<file path="config.mk">
export PLATFORM = sky130hd
export DESIGN_NAME = rpn_stack_engine
export DESIGN_NICKNAME = d
export VERILOG_FILES = /design/src/rtl/rpn_pkg.sv /design/src/rtl/rpn_alu.sv /design/src/rtl/rpn_stack_engine.sv
export SDC_FILE = /design/constraint.sdc
export NUM_CORES = 1
export LEC_CHECK = 0
export CAP_MARGIN = 20
export CORE_ASPECT_RATIO = 1.4
export CORE_MARGIN = 3
export CORE_UTILIZATION = 40
export DETAILED_ROUTE_END_ITERATION = 10
export SLEW_MARGIN = 25
export SYNTH_ARGS = -nofsm -noshare
export SYNTH_HDL_FRONTEND = slang
export SYNTH_HIERARCHICAL = 1
export SYNTH_SLANG_ARGS = --single-unit
</file>
<file path="constraint.sdc">
create_clock -name clk -period 5.3 [get_ports clk]
set_input_delay 1.06 -clock clk [delete_from_list [all_inputs] [get_ports clk]]
set_output_delay 1.06 -clock clk [all_outputs]
set_load 0.03 [all_outputs]
</file>
<file path="src/rtl/rpn_pkg.sv">
// Shared types for the RPN stack engine: command, ALU, error and FSM state encodings.
package rpn_pkg;

   typedef enum logic [1:0] {
      CMD_PUSH  = 2'd0,
      CMD_POP   = 2'd1,
      CMD_OP    = 2'd2,
      CMD_CLEAR = 2'd3
   } cmd_e;

   typedef enum logic [2:0] {
      ALU_ADD = 3'd0,
      ALU_SUB = 3'd1,
      ALU_AND = 3'd2,
      ALU_OR  = 3'd3,
      ALU_XOR = 3'd4,
      ALU_MUL = 3'd5,
      ALU_SHL = 3'd6,
      ALU_SHR = 3'd7
   } alu_e;

   typedef enum logic [1:0] {
      ERR_NONE = 2'd0,
      ERR_OVF  = 2'd1,
      ERR_UNF  = 2'd2
   } err_e;

   typedef enum logic [2:0] {
      ST_IDLE    = 3'd0,
      ST_PUSH_WR = 3'd1,
      ST_POP_RD  = 3'd2,
      ST_RD_B    = 3'd3,
      ST_RD_A    = 3'd4,
      ST_EXEC    = 3'd5,
      ST_ERROR   = 3'd6
   } state_e;

endpackage

</file>
<file path="src/rtl/rpn_alu.sv">
// Combinational ALU for the RPN engine. Results wrap modulo 2^WIDTH;
// carry reports ADD carry-out or SUB borrow and is 0 for every other op.
module rpn_alu
   import rpn_pkg::*;
#(
   parameter int WIDTH = 8
) (
   input  logic [WIDTH-1:0] a,
   input  logic [WIDTH-1:0] b,
   input  alu_e             sel,
   output logic [WIDTH-1:0] result,
   output logic             carry
);

   localparam int SW = (WIDTH > 1) ? $clog2(WIDTH) : 1;

   logic [WIDTH:0]  wide_s;
   logic [SW-1:0]   shamt_s;

   // Operation select; shifts use only the low log2(WIDTH) bits of b.
   always_comb begin
      wide_s  = '0;
      result  = '0;
      carry   = 1'b0;
      shamt_s = b[SW-1:0];
      case (sel)
         ALU_ADD: begin
            wide_s = {1'b0, a} + {1'b0, b};
            result = wide_s[WIDTH-1:0];
            carry  = wide_s[WIDTH];
         end
         ALU_SUB: begin
            wide_s = {1'b0, a} - {1'b0, b};
            result = wide_s[WIDTH-1:0];
            carry  = wide_s[WIDTH];
         end
         ALU_AND: result = a & b;
         ALU_OR:  result = a | b;
         ALU_XOR: result = a ^ b;
         ALU_MUL: result = a * b;
         ALU_SHL: result = a << shamt_s;
         ALU_SHR: result = a >> shamt_s;
         default: result = '0;
      endcase
   end

endmodule

</file>
<file path="src/rtl/rpn_stack_engine.sv">
// RPN stack/ALU engine: valid/ready command port, DEPTH-entry synchronous-read
// stack memory, overflow/underflow detection with a sticky error state.
module rpn_stack_engine
   import rpn_pkg::*;
#(
   parameter int WIDTH = 8,
   parameter int DEPTH = 16,
   localparam int AW   = $clog2(DEPTH)
) (
   input  logic             clk,
   input  logic             rst_n,
   input  logic             cmd_valid,
   output logic             cmd_ready,
   input  logic [1:0]       cmd_op,
   input  logic [2:0]       alu_sel,
   input  logic [WIDTH-1:0] cmd_data,
   output logic             done,
   output logic [WIDTH-1:0] tos,
   output logic [AW:0]      count,
   output logic             carry,
   output logic             err,
   output logic [1:0]       err_code,
   input  logic             clr_err
);

   state_e           state_q;
   logic [AW:0]      count_q;
   logic [WIDTH-1:0] tos_q;
   logic [WIDTH-1:0] a_q;
   logic [WIDTH-1:0] b_q;
   logic [WIDTH-1:0] data_q;
   alu_e             alu_sel_q;
   logic             pop_ph_q;
   logic             ready_q;
   logic             done_q;
   logic             carry_q;
   logic             err_q;
   err_e             err_code_q;

   logic [WIDTH-1:0] mem_q [DEPTH];
   logic [WIDTH-1:0] rd_data_q;

   logic             accept_s;
   logic             rd_en_s;
   logic             wr_en_s;
   logic [AW-1:0]    rd_addr_s;
   logic [AW-1:0]    wr_addr_s;
   logic [WIDTH-1:0] wr_data_s;
   logic [WIDTH-1:0] alu_res_s;
   logic             alu_carry_s;

   rpn_alu #(.WIDTH(WIDTH)) u_alu (
      .a      (a_q),
      .b      (b_q),
      .sel    (alu_sel_q),
      .result (alu_res_s),
      .carry  (alu_carry_s)
   );

   assign accept_s = cmd_valid && ready_q;

   // Memory port control: the read and write phases never overlap, so the
   // next-to-top address is never read and written in the same cycle.
   always_comb begin
      rd_en_s   = 1'b0;
      wr_en_s   = 1'b0;
      rd_addr_s = count_q[AW-1:0] - AW'(2);
      wr_addr_s = count_q[AW-1:0] - AW'(2);
      wr_data_s = alu_res_s;
      if (state_q == ST_PUSH_WR) begin
         wr_en_s   = 1'b1;
         wr_addr_s = count_q[AW-1:0];
         wr_data_s = data_q;
      end else if (state_q == ST_EXEC) begin
         wr_en_s = 1'b1;
      end else if ((state_q == ST_RD_B) || ((state_q == ST_POP_RD) && !pop_ph_q)) begin
         rd_en_s = 1'b1;
      end else begin
         rd_en_s = 1'b0;
      end
   end

   // Stack storage; contents are not reset.
   always_ff @(posedge clk) begin
      if (wr_en_s) begin
         mem_q[wr_addr_s] <= wr_data_s;
      end
      if (rd_en_s) begin
         rd_data_q <= mem_q[rd_addr_s];
      end
   end

   // Control FSM with all externally visible state registered.
   always_ff @(posedge clk or negedge rst_n) begin
      if (!rst_n) begin
         state_q    <= ST_IDLE;
         count_q    <= '0;
         tos_q      <= '0;
         a_q        <= '0;
         b_q        <= '0;
         data_q     <= '0;
         alu_sel_q  <= ALU_ADD;
         pop_ph_q   <= 1'b0;
         ready_q    <= 1'b1;
         done_q     <= 1'b0;
         carry_q    <= 1'b0;
         err_q      <= 1'b0;
         err_code_q <= ERR_NONE;
      end else begin
         done_q <= 1'b0;
         case (state_q)
            ST_IDLE: begin
               if (accept_s) begin
                  ready_q <= 1'b0;
                  case (cmd_e'(cmd_op))
                     CMD_PUSH: begin
                        if (count_q == (AW+1)'(DEPTH)) begin
                           state_q    <= ST_ERROR;
                           err_q      <= 1'b1;
                           err_code_q <= ERR_OVF;
                           done_q     <= 1'b1;
                        end else begin
                           data_q  <= cmd_data;
                           state_q <= ST_PUSH_WR;
                        end
                     end
                     CMD_POP: begin
                        if (count_q == (AW+1)'(0)) begin
                           state_q    <= ST_ERROR;
                           err_q      <= 1'b1;
                           err_code_q <= ERR_UNF;
                           done_q     <= 1'b1;
                        end else begin
                           pop_ph_q <= 1'b0;
                           state_q  <= ST_POP_RD;
                        end
                     end
                     CMD_OP: begin
                        if (count_q < (AW+1)'(2)) begin
                           state_q    <= ST_ERROR;
                           err_q      <= 1'b1;
                           err_code_q <= ERR_UNF;
                           done_q     <= 1'b1;
                        end else begin
                           b_q       <= tos_q;
                           alu_sel_q <= alu_e'(alu_sel);
                           state_q   <= ST_RD_B;
                        end
                     end
                     CMD_CLEAR: begin
                        count_q <= '0;
                        tos_q   <= '0;
                        carry_q <= 1'b0;
                        done_q  <= 1'b1;
                     end
                     default: state_q <= ST_IDLE;
                  endcase
               end else begin
                  ready_q <= 1'b1;
               end
            end
            ST_PUSH_WR: begin
               tos_q   <= data_q;
               count_q <= count_q + (AW+1)'(1);
               done_q  <= 1'b1;
               ready_q <= 1'b1;
               state_q <= ST_IDLE;
            end
            ST_POP_RD: begin
               // First cycle issues the read; second consumes the registered data.
               if (!pop_ph_q) begin
                  pop_ph_q <= 1'b1;
               end else begin
                  count_q <= count_q - (AW+1)'(1);
                  tos_q   <= (count_q == (AW+1)'(1)) ? '0 : rd_data_q;
                  done_q  <= 1'b1;
                  ready_q <= 1'b1;
                  state_q <= ST_IDLE;
               end
            end
            ST_RD_B: state_q <= ST_RD_A;
            ST_RD_A: begin
               a_q     <= rd_data_q;
               state_q <= ST_EXEC;
            end
            ST_EXEC: begin
               tos_q   <= alu_res_s;
               carry_q <= alu_carry_s;
               count_q <= count_q - (AW+1)'(1);
               done_q  <= 1'b1;
               ready_q <= 1'b1;
               state_q <= ST_IDLE;
            end
            ST_ERROR: begin
               if (clr_err) begin
                  err_q      <= 1'b0;
                  err_code_q <= ERR_NONE;
                  ready_q    <= 1'b1;
                  state_q    <= ST_IDLE;
               end else begin
                  ready_q <= 1'b0;
               end
            end
            default: begin
               ready_q <= 1'b1;
               state_q <= ST_IDLE;
            end
         endcase
      end
   end

   assign cmd_ready = ready_q;
   assign done      = done_q;
   assign tos       = tos_q;
   assign count     = count_q;
   assign carry     = carry_q;
   assign err       = err_q;
   assign err_code  = err_code_q;

endmodule
</file>
==> run_results.csv <==
group,metric,value,unit
layout,diodes,0,
synthesis,synth_adder_area_share,0.0872,
global_routing,grt_max_degree,42,
setup_path,critical_path_class,"reg2reg",
synthesis,netlist_area,0.0107,mm²
timing,finalSetupTns,0,ns
routing,routed_wl,27700,µm
synthesis,ys_types,78,
clocking,numClockSinks,186,
power,p_total,8.17,mW
floorplan,die_h,199,µm
place,place.gp.congestion,0.935,
timing,tightest_slew,0.994,ns
clocking,clkLatencyLatePin,0.43,ns
synthesis,synth_top_family_by_area,"multiplexers",
place,place_ws,0.237,ns
timing,fmax,0.202,GHz
floorplan,dieWidth,144,µm
global_routing,grt_pass1_wl,43100,µm
floorplan,num_rows,70,
timing,slew_viol_final,0,
clocking,cts_max_path_buffers,2,
global_routing,grt_overflow,0,
synthesis,synth-xor-area-share,0.0198,
synthesis,ys.flop_type,"edfxtp_1",
timing,setup_slack,0.348,ns
global_routing,grt_pass1_vias,7227,
power,p_per_area,684,mW/mm²
synthesis,synth_simple_gate_area_frac,0.109,
routing,drc_errors,0,
synthesis,avgSynthCellArea,12.5,µm²
synthesis,synth.area.mux_share,0.143,
clocking,htreeDepth,4,
layout,fin_nets,967,
global_routing,globalRouteTotalUtil,0.202,
timing,setup_viol,0,
timing,grt_setup_unrepaired,"no",
place,post-place-cells,1189,
synthesis,synth-compound-area-share,0.0978,
place,dpl-instance-area,0.0114,mm²
routing,drt_iter0_markers,447,
power,leakage,4.42,nW
synthesis,synth.yosys.seq_area_share,0.500,
floorplan,core_area,0.0262,mm²
synthesis,synth_nets,937,
clocking,root_buffer,"clkbuf_16",
clocking,cts_tree,"yes",
timing,slew_headroom,0.334,
setup_path,crit_path_max_fanout,16,
routing,vias_per_cell,5.70,
timing,post-route-period-util,0.934,
layout,final_area,0.0119,mm²
synthesis,synth_edf_count,136,
timing,hold_violations,0,
run_status,status,"completed",
synthesis,synth_warnings,6,
floorplan,pin_count,36,
clocking,hold_buffers,0,
setup_path,cp.required,5.45,ns
global_routing,antenna_found_initial,0,
place,numPortBuffers,35,
routing,post_drt_wl_per_cell,22.7,µm
worst_hold_path,hold_class,"in2async",
timing,finalCriticalPeriod,4.95,ns
floorplan,die-area,0.0287,mm²
place,hpwl,20400,µm
clocking,cts-buffers-inserted,17,
routing,dr.pass1.iters,5,
synthesis,postSynthCellCount,854,
clocking,clkSlewWorstSetupHoldPaths,0.08,ns
routing,vias,6963,
synthesis,yosys_register_bits,186,
synthesis,synth-async-reset-ratio,0.269,
timing,clock_skew,0.0139,ns
setup_path,cp-end-kind,"flip-flop",
flow_run,maxCapViolations,0,
layout,area_growth,12.0,%
routing,ant_nets,0,
clocking,post_cts_buffers,0,
layout,final_layout_size_suffix_gt1_frac,0.171,
setup_path,cp-start-kind,"flip-flop",
layout,final_cells,1221,
floorplan,start_util,0.408,
power,ir_worst_vdd,0.000312,V
setup_path,cp.arrival,5.10,ns
==> through the flow <==
| stage | utilization | hold WS, ns |
|---|---|---|
| final | 0.456 | 0.484 |
| after global routing | 0.456 | 0.483 |
| after CTS | 0.456 | 0.478 |
| after detailed placement | 0.434 | 0.517 |
| after global placement | 0.434 | 0.507 |
| after floorplan | - | 0.481 |
==> Yosys cell counts, types with 6 or more instances <==
cell type,number,area [µm²]
dfrtp_1,49,1230
and3_1,7,43.8
mux4_2,39,878
a31oi_1,11,68.8
fa_1,14,280
nor3_1,6,30.0
a21oi_1,42,210
mux2_2,36,405
nand2b_1,14,87.6
inv_1,55,206
a21o_1,7,52.6
nor2_1,69,259
nand3_1,13,65.1
nor2b_1,14,87.6
o21ai_0,15,75.1
edfxtp_1,136,4080
clkbuf_1,23,86.3
ha_1,52,651
buf_2,16,80.1
xnor2_1,14,123
mux2i_1,16,160
a211oi_1,17,128
o2bb2ai_1,11,96.3
nand2_1,67,251
o22ai_1,7,43.8
==> logic make-up (layout without fill, tap and decap cells) <==
logic type,count (synthesis),after routing
buffers and inverters,106,149
AND/OR/NAND/NOR,228,228
multiplexers,94,94
XOR/XNOR,21,21
adder cells (fa/ha/maj),66,66
AO/OA/AOI/OAI,153,153
flip-flops,186,186
==> routing by layer <==
layer	wire length [µm]	global-route usage	vias up
met1	11000	0.245	3498
met2	14600	0.356	176
met5	0	0	-
met3	861	0.0227	53
li1	-	-	3236
met4	1220	0.0960	0
==> power breakdown <==
group          switching [mW]  total [mW]  internal [mW]
clock network           0.585        1.22          0.634
logic                    2.68        4.29           1.61
registers               0.322        2.66           2.34
==> worst paths after layout <==
kind / from / to / slack [ns] / cells past startpoint
max: a_q[2] / mem_q[15][7] / 0.35 / 17
min reg2reg: rd_data_q[6] / a_q[6] / 0.52 / 1
min: rst_n / count[4] / 0.48 / 1
max in group asynchronous: rst_n / count[0] / 3.99 / 2
min in group clk: rd_data_q[6] / a_q[6] / 0.52 / 1
max reg2reg: a_q[2] / mem_q[15][7] / 0.35 / 17
==> placed cells by master, fill, tap and decap left out, drive strengths merged, types with 15 or more instances in the layout <==
cell           synthesis  final
nand2                 67     67
clkdlybuf4s50          0     34
inv                   56     66
nor2                  69     69
dfrtp                 49     49
a211oi                17     17
mux2i                 16     16
o21ai                 15     15
ha                    52     52
mux2                  36     36
edfxtp               136    136
clkbuf                23     18
buf                   26     26
mux4                  42     42
a21oi                 43     43
==> final cells by class <==
| cell class | instances | area (µm²) |
|---|---|---|
| Clock inverter | 14 | 126 |
| Inverter | 57 | 214 |
| Timing Repair Buffer | 60 | 533 |
| Sequential cell | 186 | 5340 |
| Clock buffer | 18 | 439 |
| Fill cell | 2389 | 14200 |
| Multi-Input combinational cell | 562 | 4890 |
| Tap cell | 324 | 405 |
==> flip-flops by register name (all words and copies together), names as in the netlist, 2 cells and up <==
name / count
mem_q: 128
err_code: 2
a_q: 8
data_q: 8
b_q: 8
count: 5
state_q: 3
tos: 8
alu_sel_q: 3
rd_data_q: 8
==> worst max-delay path, cell delays in order (launching register included) <==
cell and delay [ns]:
dfrtp_1 0.40, ha_1 0.19, inv_1 0.08, fa_1 0.47
fa_1 0.51, inv_1 0.04, ha_1 0.27, inv_1 0.05
fa_1 0.53, inv_1 0.04, ha_1 0.32, a21o_1 0.17
a21oi_1 0.16, xnor3_1 0.22, xnor3_1 0.43, a211oi_2 0.26
o221ai_2 0.15, mux2_4 0.39
==> timing repair <==
| action | in CTS | in global routing |
|---|---|---|
| gates resized for setup | 0 | 3 |
| endpoints found under the hold margin | 0 | 0 |
| endpoints found under the setup margin | 0 | 17 |
No activity file was read; power rests on OpenSTA's default activity.
